--- src/rtl/exe_stage_if.sv ---
// Decode-to-execute bus.
// Carries the decode valid/allowin handshake and the decoded instruction
// fields that the execute stage latches.
//   master : decode side (drives ds_* fields, reads es_allowin)
//   slave  : execute side (reads ds_* fields, drives es_allowin)
interface exe_stage_if #(
  parameter int ALU_OP_W = 5
);
  logic                ds_to_es_valid;
  logic [31:0]         ds_pc;
  logic [ALU_OP_W-1:0] ds_alu_op;
  logic [31:0]         ds_src1;
  logic [31:0]         ds_src2;
  logic [31:0]         ds_rf_src1;
  logic [31:0]         ds_rf_src2;
  logic [4:0]          ds_dest;
  logic                ds_gr_we;
  logic                ds_mem_we;
  logic                ds_res_from_mem;
  logic [31:0]         ds_st_data;
  logic                es_allowin;

  modport master (
    output ds_to_es_valid, ds_pc, ds_alu_op, ds_src1, ds_src2,
           ds_rf_src1, ds_rf_src2, ds_dest, ds_gr_we, ds_mem_we,
           ds_res_from_mem, ds_st_data,
    input  es_allowin
  );

  modport slave (
    input  ds_to_es_valid, ds_pc, ds_alu_op, ds_src1, ds_src2,
           ds_rf_src1, ds_rf_src2, ds_dest, ds_gr_we, ds_mem_we,
           ds_res_from_mem, ds_st_data,
    output es_allowin
  );
endinterface

--- src/rtl/exe_stage.sv ---
// Execute-stage pipeline register and control.
// Latches the decoded instruction, drives the external combinational ALU
// from the held registers, converts a taken branch into a single flush
// pulse, issues the data-SRAM request and forwards results to memory stage.
//
// Ports:
//   clk, resetn            clock, async active-low reset
//   ds                     decode bus (exe_stage_if.slave)
//   exe_pc..alu_op         ALU operand outputs
//   exe_alu_result/br_*    ALU results
//   br_flush, br_target    fetch redirect / decode kill
//   ms_allowin             memory-stage backpressure
//   es_*                   memory-stage payload
//   data_sram_*            data-SRAM request
// Optional macro EXE_FWD_EN adds es_fwd_valid/dest/data and es_load_block.
module exe_stage #(
  parameter logic [31:0] PC_RESET = 32'h1bfffffc,
  parameter int          ALU_OP_W = 5
) (
  input  logic                clk,
  input  logic                resetn,
  exe_stage_if.slave          ds,
  output logic [31:0]         exe_pc,
  output logic [31:0]         src1,
  output logic [31:0]         src2,
  output logic [31:0]         alu_rf_src1,
  output logic [31:0]         alu_rf_src2,
  output logic [ALU_OP_W-1:0] alu_op,
  input  logic [31:0]         exe_alu_result,
  input  logic                exe_br_taken,
  input  logic [31:0]         exe_br_target,
  output logic                br_flush,
  output logic [31:0]         br_target,
  input  logic                ms_allowin,
  output logic                es_to_ms_valid,
  output logic [31:0]         es_pc,
  output logic [31:0]         es_result,
  output logic [4:0]          es_dest,
  output logic                es_gr_we,
  output logic                es_res_from_mem,
  output logic                data_sram_en,
  output logic [3:0]          data_sram_we,
  output logic [31:0]         data_sram_addr,
  output logic [31:0]         data_sram_wdata
`ifdef EXE_FWD_EN
  ,
  output logic                es_fwd_valid,
  output logic [4:0]          es_fwd_dest,
  output logic [31:0]         es_fwd_data,
  output logic                es_load_block
`endif
);

  logic                es_valid;
  logic                br_done;
  logic                es_allowin;
  logic [31:0]         pc_r;
  logic [ALU_OP_W-1:0] alu_op_r;
  logic [31:0]         src1_r;
  logic [31:0]         src2_r;
  logic [31:0]         rf_src1_r;
  logic [31:0]         rf_src2_r;
  logic [4:0]          dest_r;
  logic                gr_we_r;
  logic                mem_we_r;
  logic                res_from_mem_r;
  logic [31:0]         st_data_r;

  // Single-cycle stage: ready-go is always 1.
  assign es_allowin    = !es_valid || ms_allowin;
  assign ds.es_allowin = es_allowin;

  // br_done remembers that a stalled branch already redirected fetch.
  assign br_flush  = es_valid && exe_br_taken && !br_done;
  assign br_target = exe_br_target;

  always_ff @(posedge clk or negedge resetn) begin
    if (!resetn) begin
      es_valid       <= 1'b0;
      br_done        <= 1'b0;
      pc_r           <= PC_RESET;
      alu_op_r       <= '0;
      src1_r         <= '0;
      src2_r         <= '0;
      rf_src1_r      <= '0;
      rf_src2_r      <= '0;
      dest_r         <= '0;
      gr_we_r        <= 1'b0;
      mem_we_r       <= 1'b0;
      res_from_mem_r <= 1'b0;
      st_data_r      <= '0;
    end else begin
      if (es_allowin) begin
        // A flush leaving this cycle kills the wrong-path instruction arriving.
        es_valid <= ds.ds_to_es_valid && !br_flush;
        br_done  <= 1'b0;
      end else if (br_flush) begin
        br_done  <= 1'b1;
      end
      if (ds.ds_to_es_valid && es_allowin) begin
        pc_r           <= ds.ds_pc;
        alu_op_r       <= ds.ds_alu_op;
        src1_r         <= ds.ds_src1;
        src2_r         <= ds.ds_src2;
        rf_src1_r      <= ds.ds_rf_src1;
        rf_src2_r      <= ds.ds_rf_src2;
        dest_r         <= ds.ds_dest;
        gr_we_r        <= ds.ds_gr_we;
        mem_we_r       <= ds.ds_mem_we;
        res_from_mem_r <= ds.ds_res_from_mem;
        st_data_r      <= ds.ds_st_data;
      end
    end
  end

  assign exe_pc      = pc_r;
  assign alu_op      = alu_op_r;
  assign src1        = src1_r;
  assign src2        = src2_r;
  assign alu_rf_src1 = rf_src1_r;
  assign alu_rf_src2 = rf_src2_r;

  assign es_to_ms_valid  = es_valid;
  assign es_pc           = pc_r;
  assign es_result       = exe_alu_result;
  assign es_dest         = dest_r;
  assign es_gr_we        = gr_we_r;
  assign es_res_from_mem = res_from_mem_r;

  // Request only on the cycle the instruction leaves, so a stall never
  // issues a duplicate access.
  assign data_sram_en    = es_valid && ms_allowin && (mem_we_r || res_from_mem_r);
  assign data_sram_we    = {4{mem_we_r && data_sram_en}};
  assign data_sram_addr  = exe_alu_result;
  assign data_sram_wdata = st_data_r;

`ifdef EXE_FWD_EN
  assign es_fwd_valid  = es_valid && gr_we_r && (dest_r != 5'd0);
  assign es_fwd_dest   = dest_r;
  assign es_fwd_data   = exe_alu_result;
  assign es_load_block = es_fwd_valid && res_from_mem_r;
`endif

endmodule

--- src/flat_wrapper.sv ---
// flat-port wrapper written by rule: the top's interface ports become plain ports
module exe_stage_flat 
#(
  parameter logic [31:0] PC_RESET = 32'h1bfffffc,
  parameter int          ALU_OP_W = 5
)
  (clk, resetn, exe_pc, src1, src2, alu_rf_src1, alu_rf_src2, alu_op, exe_alu_result, exe_br_taken, exe_br_target, br_flush, br_target, ms_allowin, es_to_ms_valid, es_pc, es_result, es_dest, es_gr_we, es_res_from_mem, data_sram_en, data_sram_we, data_sram_addr, data_sram_wdata, ds_ds_to_es_valid, ds_ds_pc, ds_ds_alu_op, ds_ds_src1, ds_ds_src2, ds_ds_rf_src1, ds_ds_rf_src2, ds_ds_dest, ds_ds_gr_we, ds_ds_mem_we, ds_ds_res_from_mem, ds_ds_st_data, ds_es_allowin);
  exe_stage_if #(.ALU_OP_W(ALU_OP_W)) ds_i ();
  input  logic clk;
  input  logic resetn;
  output logic [31:0] exe_pc;
  output logic [31:0] src1;
  output logic [31:0] src2;
  output logic [31:0] alu_rf_src1;
  output logic [31:0] alu_rf_src2;
  output logic [ALU_OP_W-1:0] alu_op;
  input  logic [31:0] exe_alu_result;
  input  logic exe_br_taken;
  input  logic [31:0] exe_br_target;
  output logic br_flush;
  output logic [31:0] br_target;
  input  logic ms_allowin;
  output logic es_to_ms_valid;
  output logic [31:0] es_pc;
  output logic [31:0] es_result;
  output logic [4:0] es_dest;
  output logic es_gr_we;
  output logic es_res_from_mem;
  output logic data_sram_en;
  output logic [3:0] data_sram_we;
  output logic [31:0] data_sram_addr;
  output logic [31:0] data_sram_wdata;
  input wire logic [$bits(ds_i.ds_to_es_valid)-1:0] ds_ds_to_es_valid;
  input wire logic [$bits(ds_i.ds_pc)-1:0] ds_ds_pc;
  input wire logic [$bits(ds_i.ds_alu_op)-1:0] ds_ds_alu_op;
  input wire logic [$bits(ds_i.ds_src1)-1:0] ds_ds_src1;
  input wire logic [$bits(ds_i.ds_src2)-1:0] ds_ds_src2;
  input wire logic [$bits(ds_i.ds_rf_src1)-1:0] ds_ds_rf_src1;
  input wire logic [$bits(ds_i.ds_rf_src2)-1:0] ds_ds_rf_src2;
  input wire logic [$bits(ds_i.ds_dest)-1:0] ds_ds_dest;
  input wire logic [$bits(ds_i.ds_gr_we)-1:0] ds_ds_gr_we;
  input wire logic [$bits(ds_i.ds_mem_we)-1:0] ds_ds_mem_we;
  input wire logic [$bits(ds_i.ds_res_from_mem)-1:0] ds_ds_res_from_mem;
  input wire logic [$bits(ds_i.ds_st_data)-1:0] ds_ds_st_data;
  output wire logic [$bits(ds_i.es_allowin)-1:0] ds_es_allowin;
  assign ds_i.ds_to_es_valid = ds_ds_to_es_valid;
  assign ds_i.ds_pc = ds_ds_pc;
  assign ds_i.ds_alu_op = ds_ds_alu_op;
  assign ds_i.ds_src1 = ds_ds_src1;
  assign ds_i.ds_src2 = ds_ds_src2;
  assign ds_i.ds_rf_src1 = ds_ds_rf_src1;
  assign ds_i.ds_rf_src2 = ds_ds_rf_src2;
  assign ds_i.ds_dest = ds_ds_dest;
  assign ds_i.ds_gr_we = ds_ds_gr_we;
  assign ds_i.ds_mem_we = ds_ds_mem_we;
  assign ds_i.ds_res_from_mem = ds_ds_res_from_mem;
  assign ds_i.ds_st_data = ds_ds_st_data;
  assign ds_es_allowin = ds_i.es_allowin;
  exe_stage #(.PC_RESET(PC_RESET), .ALU_OP_W(ALU_OP_W)) u_core (.clk(clk), .resetn(resetn), .ds(ds_i), .exe_pc(exe_pc), .src1(src1), .src2(src2), .alu_rf_src1(alu_rf_src1), .alu_rf_src2(alu_rf_src2), .alu_op(alu_op), .exe_alu_result(exe_alu_result), .exe_br_taken(exe_br_taken), .exe_br_target(exe_br_target), .br_flush(br_flush), .br_target(br_target), .ms_allowin(ms_allowin), .es_to_ms_valid(es_to_ms_valid), .es_pc(es_pc), .es_result(es_result), .es_dest(es_dest), .es_gr_we(es_gr_we), .es_res_from_mem(es_res_from_mem), .data_sram_en(data_sram_en), .data_sram_we(data_sram_we), .data_sram_addr(data_sram_addr), .data_sram_wdata(data_sram_wdata));
endmodule
--- config.mk ---
export PLATFORM = sky130hd
export DESIGN_NAME = exe_stage_flat
export DESIGN_NICKNAME = d
export VERILOG_FILES = /design/src/rtl/exe_stage_if.sv /design/src/rtl/exe_stage.sv /design/src/flat_wrapper.sv
export SDC_FILE = /design/constraint.sdc
export NUM_CORES = 1
export LEC_CHECK = 0
export CORE_AREA = 4 4 239 241
export CTS_CLUSTER_DIAMETER = 120
export CTS_CLUSTER_SIZE = 20
export DETAILED_ROUTE_END_ITERATION = 8
export DIE_AREA = 0 0 243 245
export PLACE_DENSITY = 0.49
export RECOVER_POWER = 50
export SYNTH_ARGS = -nofsm -noshare
export SYNTH_HDL_FRONTEND = slang
export SYNTH_SLANG_ARGS = --single-unit
--- constraint.sdc ---
create_clock -name clk -period 1.4 [get_ports clk]
set_input_delay 0.14 -clock clk [delete_from_list [all_inputs] [get_ports clk]]
set_output_delay 0.14 -clock clk [all_outputs]
set_load 0.01 [all_outputs]
==> results of run 1 <==
## registers in the layout, summed over array words and instances, names as in the netlist, 5 cells and up
| register | count |
|---|---|
| u_core.es_pc | 32 |
| u_core.alu_rf_src1 | 32 |
| u_core.src2 | 32 |
| u_core.alu_rf_src2 | 32 |
| u_core.src1 | 32 |
| u_core.alu_op | 5 |
| u_core.es_dest | 5 |
| u_core.data_sram_wdata | 32 |
## synth_stat cells
cell / n
sky130_fd_sc_hd__nor2_1: 3
sky130_fd_sc_hd__mux2_2: 55
sky130_fd_sc_hd__buf_2: 5
sky130_fd_sc_hd__dfrtp_1: 181
sky130_fd_sc_hd__nand2_4: 1
sky130_fd_sc_hd__and3_1: 1
sky130_fd_sc_hd__nand2_1: 2
sky130_fd_sc_hd__buf_4: 131
sky130_fd_sc_hd__nand2b_4: 1
sky130_fd_sc_hd__mux2_4: 150
sky130_fd_sc_hd__buf_8: 10
sky130_fd_sc_hd__buf_6: 7
sky130_fd_sc_hd__o211a_1: 1
sky130_fd_sc_hd__o21ai_0: 1
sky130_fd_sc_hd__dfstp_2: 26
## power breakdown
group	internal (W)	switching [W]	total, W
logic	0.00306	0.00190	0.00496
registers	0.00699	0.000551	0.00754
clock network	0.00202	0.00221	0.00423
total	0.0121	0.00466	0.0167
## layout make-up
cell class,instances,area (µm²),area share
antenna,4,10.0,0.000695
timing repair buffer,514,4900,0.340
sequential,207,5220,0.362
multi-input combinational,215,2980,0.207
tap,704,881,0.0612
clock buffer,22,402,0.0279
clock inverter,2,16.3,0.00113
## critical path: stages (launching register included)
cell	delay, ps
sky130_fd_sc_hd__dfrtp_2	460
sky130_fd_sc_hd__buf_6	140
sky130_fd_sc_hd__nand2b_4	110
sky130_fd_sc_hd__nand2_8	100
sky130_fd_sc_hd__buf_12	190
sky130_fd_sc_hd__buf_16	160
sky130_fd_sc_hd__mux2_4	290
## metal layers
| layer | GRT usage | part of all wire | up-vias |
|---|---|---|---|
| met2 | 0.143 | 0.45 | 352 |
| met4 | 0.0323 | 0.041 | 0 |
| met1 | 0.105 | 0.40 | 2761 |
| li1 | - | - | 2584 |
| met5 | 0 | 0 | - |
| met3 | 0.0437 | 0.11 | 55 |
## stage by stage
stage | TNS, ps | cells | setup WS (ps) | hold slack, ps
floorplan | 0 | 575 | 23.0 | -156
global placement | -65470 | 1622 | -384 | 78.8
detailed placement | -65970 | 1622 | -392 | 69.8
CTS | -39810 | 1660 | -250 | 99.6
global route | -55030 | 1665 | -273 | 206
finish | -33110 | 1668 | -229 | 243
## repair_timing
action                     4_1_cts  5_1_grt
cloned                           4        1
resized for setup              480       32
setup endpoints to repair      435      241
pin swaps                        1        1
hold endpoints to repair       189        0
hold buffers                     1        0
setup buffers                   10        4
## kinds of logic after synthesis
family | Yosys count | share of synthesized area
flip-flops | 207 | 0.555
multiplexers | 205 | 0.306
AND/OR/NAND/NOR | 8 | 0.00533
buffers and inverters | 153 | 0.132
AO/OA/AOI/OAI | 2 | 0.00160
## placed cells by master (no fill, tap or decap), types with 2 or more instances in the layout
cell type                           n
sky130_fd_sc_hd__clkdlybuf4s50_1  208
sky130_fd_sc_hd__dfrtp_1          179
sky130_fd_sc_hd__mux2_4           152
sky130_fd_sc_hd__dlygate4sd2_1    152
sky130_fd_sc_hd__mux2_2            53
sky130_fd_sc_hd__buf_2             51
sky130_fd_sc_hd__clkdlybuf4s15_1   27
sky130_fd_sc_hd__dfstp_2           26
sky130_fd_sc_hd__buf_6             25
sky130_fd_sc_hd__buf_4             20
sky130_fd_sc_hd__clkbuf_16         16
sky130_fd_sc_hd__buf_12            12
sky130_fd_sc_hd__clkbuf_1           7
sky130_fd_sc_hd__clkbuf_2           7
sky130_fd_sc_hd__buf_16             6
sky130_fd_sc_hd__diode_2            4
sky130_fd_sc_hd__buf_8              3
sky130_fd_sc_hd__nor2_1             2
sky130_fd_sc_hd__dfrtp_2            2
## worst max path at each step
stage	end	slack, ps
4_1_cts	ds_es_allowin	-250
5_1_grt	u_core.src2[22]	-270
6_report	u_core.alu_rf_src1[6]	-230
3_3_place_gp	u_core.data_sram_wdata[19]	-380
3_5_place_dp	u_core.data_sram_wdata[19]	-390
2_1_floorplan	u_core.alu_op[0]	20
==> parameters.txt, run 1 <==
Parameter                              Value

Timing
  Max-slew violation count    0
  Transition time at the pin with the least slew margin    1200 ps
  Count of final setup violators    212
  Final clock period utilization by the worst path    1.16
  Clock period minus final worst setup slack    between 1500 and 2000 ps
  Unrepaired setup endpoints after global routing    yes
  Final critical-path setup slack    -229 ps
  Highest Clock Rate    614 MHz
  Final hold violation count    0
  Worst rel slew slack    0.200
  Worst-case clock skew    22.7 ps

Synthesis
  Cell type contributing the most total cell area after synthesis    sky130_fd_sc_hd__dfrtp_1
  Proportion of synthesized chip area in sequential cells    0.555
  Most area-consuming cells after synthesis    sky130_fd_sc_hd__dfrtp_1 (48%), sky130_fd_sc_hd__mux2_4 (24%), sky130_fd_sc_hd__buf_4 (10%)
  Cell count after synthesis    575
  Net Count, Synth    849
  Share of the synthesized area in the top cell type    0.483
  Number of warnings reported in the yosys synthesis log    0
  Post-synth cell types    15
  Mean instance size in the synthesized netlist    16.3 µm²
  Netlist area before placement    around 9400 µm²
  FF+latch count, synth    207

Setup path
  CP Class    reg -> reg
  Worst reg2reg setup slack    -230 ps
  Nature of the critical path startpoint    register
  Launching point of the worst reg2reg path    u_core.es_to_ms_valid
  Critical path origin    u_core.es_to_ms_valid
  Worst Path Arrival    2000 ps
  Endpoint class of the critical path    register
  Largest fanout of any net on the critical path    9
  Req. time, crit path    1770 ps
  FF-to-FF path depth    6
  Worst R2R End    u_core.alu_rf_src1[6]

Routing
  DRC violations left    0
  Number of search-and-repair iterations in the first detailed-routing pass    4
  Initial detailed-routing violation count    105
  Total Wirelength    28.3 mm
  Routed len/inst    17.0 µm
  Count of vias placed by the detailed router    5752
  Per-cell via count in the routed design    3.45
  Residual antenna-violating net count after detailed routing    0

Placed design
  Buffers added on ports    453
  Post-DP Area    14100 µm²
  Final GP Congestion    0.721
  Hpwl dp    21.4 mm

Floorplanning
  Die Area    about 60000 µm²
  Std-Cell Rows    86
  Die extent in y    245 µm
  Width of the die    243 µm
  Count of boundary I/O pins    614
  Starting density of the core    0.171
  Core Area    54900 µm²

Clocking
  Depth of the CTS H-tree    1
  Clock tree from TritonCTS    built
  Max Buffers Root-to-Sink    3
  Clock root cell    sky130_fd_sc_hd__clkbuf_16
  Clock transition at the registers of the reported paths    90 ps
  Number of buffers added by the clock tree synthesis step    14
  Clock sink count    207
  Clock insertion delay at the later pin of the skew report    500 ps

GRT
  First-pass GRT wire length    41.7 mm
  Pin count of the biggest net entering global routing    50
  Overall routing resource usage    0.0896
  Via count of the first global-routing pass    around 6400
  Initial antenna violation count    3
  Total gr overflow    0

Min path
  Hold WC Path Type    in -> reg
  Hold_sp    ds_ds_dest[3]
  Cell depth of the worst hold path    2
  Min-Delay Endpoint    u_core.es_dest[3]

Final layout
  Syn-to-layout area delta    53.4%
  Share of cells above drive strength 1    0.398
  Share of the core filled with cells in the final layout    0.262
  Total Nets Final    1226
  Area of all placed cells without fillers    between 10000 and 15000 µm²
  Count of fill cells added during filler insertion    5746

Power and ir drop
  Overall power after layout    0.0167 W
  P per Cell Area    1160 nW/µm²
  Max IR drop VDD    roughly 540 µV
  Leakage power of the design    6.61 nW

Status
  Status    finished, violations left
  Violations in the final reports    negative setup slack

Flow run
  Number of maximum-capacitance constraint violations    0
Note: power is estimated with default switching activity, not from simulation.
==> run 2: changes to the inputs <==
--- a/config.mk
+++ b/config.mk
@@ -5,12 +5,14 @@
 export SDC_FILE = /design/constraint.sdc
 export NUM_CORES = 1
 export LEC_CHECK = 0
-export CORE_AREA = 4 4 239 241
+export CORE_AREA = 4 4 235 237
+export CTS_BUF_LIST = sky130_fd_sc_hd__clkbuf_8
 export CTS_CLUSTER_DIAMETER = 120
 export CTS_CLUSTER_SIZE = 20
 export DETAILED_ROUTE_END_ITERATION = 8
-export DIE_AREA = 0 0 243 245
-export PLACE_DENSITY = 0.49
+export DIE_AREA = 0 0 239 241
+export HOLD_SLACK_MARGIN = 0.05
+export PLACE_DENSITY = 0.5
 export RECOVER_POWER = 50
 export SYNTH_ARGS = -nofsm -noshare
 export SYNTH_HDL_FRONTEND = slang
==> run 2 against run 1 <==
  * The run still ends with negative setup slack left
  * Cell area is 0.26% lower
  * Clock power fell by 26%
  * Register-to-register slack improved by 70 ps
  * Largest cell class unchanged
  * Critical path type unchanged
  * Critical endpoint is now u_core.src2[10]
  * Largest power group unchanged
  * Power shrank 3.8%
  * Global-route usage is 0.33 points lower
  * Fmax increased by 4.6%
  * Non-clock buffer count grew 52
  * Hold slack got worse by 58 ps
  * Combinational power increased by 8.5%
==> parameters.txt, run 2 (synthesis gave the netlist of run 1 again) <==
Parameter                              Value

Status
  Status    finished, violations left
  Violations in the final reports    negative setup slack

GRT
  Total gr overflow    0 (unchanged)
  Met2 GRT Util    0.148 (+0.00455)
  Global-route track usage on met3    0.0339 (-0.00976)
  Layer carrying the most global-route usage    met2
  Initial antenna violation count    2 (-1)
  Via count of the first global-routing pass    6427 (+0.031%)
  Overall routing resource usage    0.0863 (-0.00332)
  First-pass GRT wire length    39.3 mm (-5.8%)
  Pin count of the biggest net entering global routing    72 (+44%)
  Met1 track utilization from global routing    0.0989 (-0.00596)

Timing
  Final hold violation count    0 (unchanged)
  Worst rel slew slack    0.542 (+0.342)
  Highest Clock Rate    642 MHz (+4.6%)
  Max-slew violation count    0 (unchanged)
  Final clock period utilization by the worst path    1.11 (-0.0507)
  Transition time at the pin with the least slew margin    687 ps (-513 ps)
  Unrepaired setup endpoints after global routing    yes
  Worst-case clock skew    31.8 ps (+9.10 ps)
  Count of final setup violators    228 (+7.5%)
  Final critical-path setup slack    -158 ps (+71.0 ps)
  Clock period minus final worst setup slack    1560 ps (-71.0 ps)
  Worst hold margin    184 ps (-58.5 ps)

Power and ir drop
  Max IR drop VDD    544 µV (+1.5%)
  Leakage power of the design    6.67 nW (+0.79%)
  P per Cell Area    1120 nW/µm² (-3.6%)

Floorplanning
  Count of boundary I/O pins    614 (unchanged)
  Width of the die    239 µm (-1.6%)
  Die Area    57600 µm² (-3.3%)
  Starting density of the core    0.176 (+0.00512)
  Core Area    53300 µm² (-2.9%)
  Std-Cell Rows    85 (-1.2%)
  Die extent in y    241 µm (-1.6%)

Clocking
  Clock root cell    sky130_fd_sc_hd__clkbuf_8
  Depth of the CTS H-tree    1 (unchanged)
  Clock transition at the registers of the reported paths    130 ps (+40 ps)
  Clock insertion delay at the later pin of the skew report    550 ps (+50 ps)
  Clock sink count    207 (unchanged)
  Clock tree from TritonCTS    built
  Max Buffers Root-to-Sink    3 (unchanged)
  Number of buffers added by the clock tree synthesis step    14 (unchanged)

Placed design
  Post-DP Area    14000 µm² (-0.67%)
  Hpwl dp    20.0 mm (-6.6%)
  Final GP Congestion    0.720 (about the same)
  Buffers added on ports    453 (unchanged)

Final layout
  Top library cells by usage in the layout, fill and taps aside    sky130_fd_sc_hd__clkdlybuf4s50_1 (208), sky130_fd_sc_hd__dfrtp_1 (179), sky130_fd_sc_hd__mux2_4 (150)
  Syn-to-layout area delta    53.0%
  Area of all placed cells without fillers    14400 µm² (-0.26%)
  Share of cells above drive strength 1    0.577 (+0.180)
  Most common library cell in the layout ignoring fill and taps    sky130_fd_sc_hd__clkdlybuf4s50_1
  Total Nets Final    1279 (+4.3%)
  Antenna diodes    0 (-4)

Setup path
  Worst Path Arrival    1980 ps (-20 ps)
  Largest fanout of any net on the critical path    17 (+8)
  FF-to-FF path depth    5 (-1)
  Worst R2R End    u_core.src2[10]
  Worst reg2reg setup slack    -160 ps (+70 ps)
  Launching point of the worst reg2reg path    u_core.es_to_ms_valid
  Endpoint class of the critical path    register
  CP Class    reg -> reg
  Nature of the critical path startpoint    register
  Req. time, crit path    1820 ps (+50 ps)

Routing
  Routed len/inst    16.2 µm (-4.5%)
  DRC violations left    0 (unchanged)
  Residual antenna-violating net count after detailed routing    0 (unchanged)
  Total Wirelength    27.7 mm (-2.2%)
  Per-cell via count in the routed design    3.44 (-0.21%)
  Count of vias placed by the detailed router    5881 (+2.2%)
  Initial detailed-routing violation count    124 (+18%)
  Number of search-and-repair iterations in the first detailed-routing pass    4 (unchanged)

Min path
  Hold WC Path Type    in -> reg
  Cell depth of the worst hold path    2 (unchanged)
  Min-Delay Endpoint    u_core.src1[24]
  Hold_sp    ds_ds_src1[24]

Flow run
  Number of maximum-capacitance constraint violations    0 (unchanged)
## run 2: cell types whose count changed in the layout (fill, tap and decap cells not counted), moves of 7 or more
cell / change
sky130_fd_sc_hd__clkdlybuf4s15_1: -7
sky130_fd_sc_hd__buf_4: +42
sky130_fd_sc_hd__clkdlybuf4s15_2: +27
sky130_fd_sc_hd__dlygate4sd2_1: -152
sky130_fd_sc_hd__buf_6: +69
sky130_fd_sc_hd__clkbuf_16: -15
sky130_fd_sc_hd__buf_2: +73
sky130_fd_sc_hd__clkbuf_8: +16
## run 2: power breakdown
part	switching, W	internal [W]	total [W]
registers	0.000604	0.00699	0.00759
logic	0.00195	0.00343	0.00538
clock network	0.00203	0.00108	0.00311
total	0.00459	0.0115	0.0161
## run 2: critical path, stage by stage (launching register included)
cell and delay [ps]:
sky130_fd_sc_hd__dfrtp_2 440, sky130_fd_sc_hd__buf_6 120, sky130_fd_sc_hd__nand2b_4 110, sky130_fd_sc_hd__nand2_8 190, sky130_fd_sc_hd__buf_4 280, sky130_fd_sc_hd__mux2_4 300
## run 2: final cells by class
| type | count | area [µm²] |
|---|---|---|
| well taps | 696 | 871 |
| flip-flops and latches | 207 | 5220 |
| clock buffers | 16 | 220 |
| multi-input cells | 216 | 2970 |
| fillers | 5533 | 38900 |
| repair buffers | 566 | 5050 |
| clock inverters | 8 | 37.5 |
## run 2: routing by layer
| metal | share of wire | vias to the layer above |
|---|---|---|
| met5 | 0.00047 | - |
| met4 | 0.028 | 2 |
| met3 | 0.099 | 40 |
| met2 | 0.49 | 331 |
| met1 | 0.38 | 2834 |
| li1 | - | 2674 |
## run 2: worst max path at each step
stage / startpoint / end / slack [ps] / cells past startpoint
2_1_floorplan: u_core.es_to_ms_valid / u_core.alu_op[0] / 20 / 5
3_3_place_gp: ms_allowin / u_core.alu_rf_src1[22] / -430 / 5
3_5_place_dp: ms_allowin / u_core.src2[9] / -440 / 5
4_1_cts: u_core.es_to_ms_valid / u_core.src2[11] / -240 / 5
5_1_grt: u_core.es_to_ms_valid / u_core.alu_rf_src2[12] / -240 / 5
6_report: u_core.es_to_ms_valid / u_core.src2[10] / -160 / 5
## run 2: repair_timing
action                                  in CTS  in global routing
hold buffers                                 2                  0
endpoints found under the hold margin      200                  0
pin swaps                                    1                  2
setup buffers                               56                 16
endpoints found under the setup margin     443                290
cloned                                       0                  2
gates resized for setup                    938                 65
## run 2: through the flow
step	utilization	setup slack [ps]	total power (W)	setup TNS, ps	cells
2_1_floorplan	-	23.0	0.0103	0	575
3_3_place_gp	0.262	-434	0.0132	-82300	1611
3_5_place_dp	0.262	-444	0.0132	-82170	1611
4_1_cts	0.266	-239	0.0163	-39740	1693
5_1_grt	0.270	-240	0.0171	-51470	1709
6_report	0.270	-158	0.0161	-26170	1709
==> run 3: changes to the inputs <==
--- a/config.mk
+++ b/config.mk
@@ -13,7 +13,6 @@
 export DIE_AREA = 0 0 239 241
 export HOLD_SLACK_MARGIN = 0.05
 export PLACE_DENSITY = 0.5
-export RECOVER_POWER = 50
 export SYNTH_ARGS = -nofsm -noshare
 export SYNTH_HDL_FRONTEND = slang
 export SYNTH_SLANG_ARGS = --single-unit
==> run 3 against run 2 <==
  * Core utilization is 0.099 points higher
  * Die area stayed put
  * The run still ends with negative setup slack left
  * Via count is 0.37% lower
  * Routed wire length hardly changed
  * Global-route usage stayed put
  * Critical path type unchanged
  * Power is 0.16% higher
  * Cell area is 0.37% higher
  * First-iteration DRC count is 1.6% higher
  * Clock power hardly changed
  * Largest power group unchanged
  * Flip-flop and latch count stayed put
  * Clock skew is 2.4 ps higher
==> parameters.txt, run 3 (synthesis gave the netlist of run 1 again) <==
Parameter                              Value

Flow run
  Number of maximum-capacitance constraint violations    0 (unchanged)

Floorplanning
  Std-Cell Rows    85 (unchanged)
  Width of the die    239 µm (unchanged)
  Die Area    57600 µm² (unchanged)
  Core Area    53300 µm² (unchanged)
  Die extent in y    241 µm (unchanged)
  Starting density of the core    0.176 (unchanged)
  Count of boundary I/O pins    614 (unchanged)

Placed design
  Worst slack at placement    -444 ps (unchanged)
  Hpwl dp    20.0 mm (unchanged)
  Buffers added on ports    453 (unchanged)
  Final GP Congestion    0.720 (unchanged)
  Post-DP Area    14000 µm² (unchanged)
  Cells after DPL    1611 (unchanged)

Power and ir drop
  Leakage power of the design    6.70 nW (+0.49%)
  Overall power after layout    0.0161 W (+0.16%)
  Max IR drop VDD    545 µV (+0.19%)
  P per Cell Area    1120 nW/µm² (-0.21%)

Final layout
  Finished Layout Cells    1709 (unchanged)
  Count of fill cells added during filler insertion    5523 (-0.18%)
  Most common library cell in the layout ignoring fill and taps    sky130_fd_sc_hd__clkdlybuf4s50_1
  Syn-to-layout area delta    53.6%
  Area of all placed cells without fillers    14400 µm² (+0.37%)
  Total Nets Final    1279 (unchanged)
  Top library cells by usage in the layout, fill and taps aside    sky130_fd_sc_hd__clkdlybuf4s50_1 (208), sky130_fd_sc_hd__dfrtp_1 (179), sky130_fd_sc_hd__mux2_4 (150)
  Share of cells above drive strength 1    0.583 (+0.00592)
  Antenna diodes    0 (unchanged)

Setup path
  Nature of the critical path startpoint    register
  Kind of cell adding the most delay to the critical path    flip-flops
  Cell-by-cell listing of the critical path    buf_6, nand2b_4, nand2_8, buf_4, mux2_4
  Req. time, crit path    1820 ps (about the same)
  Worst Path Buf+Inv    2 (unchanged)
  CP Class    reg -> reg
  Critical-path cell with the highest stage delay    sky130_fd_sc_hd__dfrtp_2
  Largest fanout of any net on the critical path    17 (unchanged)
  Worst Path Arrival    1980 ps (about the same)
  Maximum single-stage delay on the critical path    440 ps (about the same)
  Endpoint class of the critical path    register

Timing
  Transition time at the pin with the least slew margin    464 ps (-222 ps)
  Count of final setup violators    228 (unchanged)
  Worst rel slew slack    0.689 (+0.147)
  Unrepaired setup endpoints after global routing    yes
  Final hold violation count    0 (unchanged)
  Highest Clock Rate    640 MHz (-0.20%)
  Final critical-path setup slack    -162 ps (-3.18 ps)
  Clock period minus final worst setup slack    1560 ps (+3.18 ps)
  Final clock period utilization by the worst path    1.12 (+0.00227)
  Worst-case clock skew    34.1 ps (+2.35 ps)
  Worst hold margin    184 ps (-0.576 ps)
  Max-slew violation count    0 (unchanged)

Routing
  DRC violations left    0 (unchanged)
  Routed len/inst    16.2 µm (about the same)
  Initial detailed-routing violation count    126 (+1.6%)
  Residual antenna-violating net count after detailed routing    0 (unchanged)
  Total Wirelength    27.7 mm (about the same)
  Number of search-and-repair iterations in the first detailed-routing pass    4 (unchanged)
  Count of vias placed by the detailed router    5859 (-0.37%)
  Per-cell via count in the routed design    3.43 (-0.37%)

GRT
  Pin count of the biggest net entering global routing    72 (unchanged)
  Initial antenna violation count    2 (unchanged)
  Overall routing resource usage    0.0863 (unchanged)
  Total gr overflow    0 (unchanged)
  Via count of the first global-routing pass    6427 (unchanged)
  First-pass GRT wire length    39.3 mm (unchanged)

Min path
  Hold WC Path Type    in -> async

Clocking
  Number of buffers added by the clock tree synthesis step    14 (unchanged)
  Max Buffers Root-to-Sink    3 (unchanged)
  Clock insertion delay at the later pin of the skew report    560 ps (about the same)
  Clock tree from TritonCTS    built
  Depth of the CTS H-tree    1 (unchanged)
  Clock sink count    207 (unchanged)
  Clock root cell    sky130_fd_sc_hd__clkbuf_8
  Clock transition at the registers of the reported paths    130 ps (about the same)

Status
  Violations in the final reports    negative setup slack
  Status    finished, violations left
[run 3: changes by cell type in the layout (fill, tap and decap cells not counted), sizes merged]
cell	before	now
clkbuf	35	28
buf	289	296
[run 3: where the power goes]
| group | leakage (nW) | internal, W | switching, W |
|---|---|---|---|
| Clock | 0.156 | 0.00108 | 0.00204 |
| Sequential | 2.39 | 0.00699 | 0.000604 |
| Combinational | 4.15 | 0.00345 | 0.00195 |
[run 3: routing by layer]
layer | part of all wire | GRT usage | routed length [µm] | vias up
met2 | 0.49 | 0.148 | 13600 | 326
met1 | 0.38 | 0.0989 | 10600 | 2820
met5 | 0.00047 | 0 | 13 | -
li1 | - | - | - | 2671
met4 | 0.028 | 0.0296 | 763 | 2
met3 | 0.099 | 0.0339 | 2750 | 40
[run 3: tightest hold or removal path: stages]
cell,delay [ps]
sky130_fd_sc_hd__dlygate4sd3_1,550
sky130_fd_sc_hd__clkbuf_8,210
sky130_fd_sc_hd__buf_4,190
[run 3: area by class of cell]
class | count | area, µm² | area share
clock inverters | 8 | 37.5 | 0.00260
flip-flops and latches | 207 | 5220 | 0.362
multi-input cells | 216 | 2970 | 0.206
clock buffers | 16 | 220 | 0.0153
well taps | 696 | 871 | 0.0604
repair buffers | 566 | 5100 | 0.354
[run 3: timing repair]
action,in CTS,in global routing
cloned,0,2
gates resized for setup,938,65
setup buffers,56,16
setup endpoints to repair,443,290
endpoints found under the hold margin,200,0
hold buffers,2,0
pin swaps,1,2
[run 3: worst paths after layout]
path                                                   end  slack [ps]  cells past startpoint                       start
worst max register to register             u_core.src2[10]        -160                      5       u_core.es_to_ms_valid
min in group clk                           u_core.src1[24]         180                      2              ds_ds_src1[24]
worst max-delay path                       u_core.src2[10]        -160                      5       u_core.es_to_ms_valid
worst min-delay path                 u_core.alu_rf_src2[8]         180                      3                      resetn
max in group asynchronous           u_core.alu_rf_src2[12]         470                      3                      resetn
worst min register to register  u_core.data_sram_wdata[27]         520                      1  u_core.data_sram_wdata[27]
[run 3: stage by stage]
| stage | util | setup TNS, ps |
|---|---|---|
| floorplan | - | 0 |
| global placement | 0.262 | -82300 |
| detailed placement | 0.262 | -82170 |
| CTS | 0.266 | -39740 |
| global route | 0.271 | -45560 |
| finish | 0.271 | -26360 |
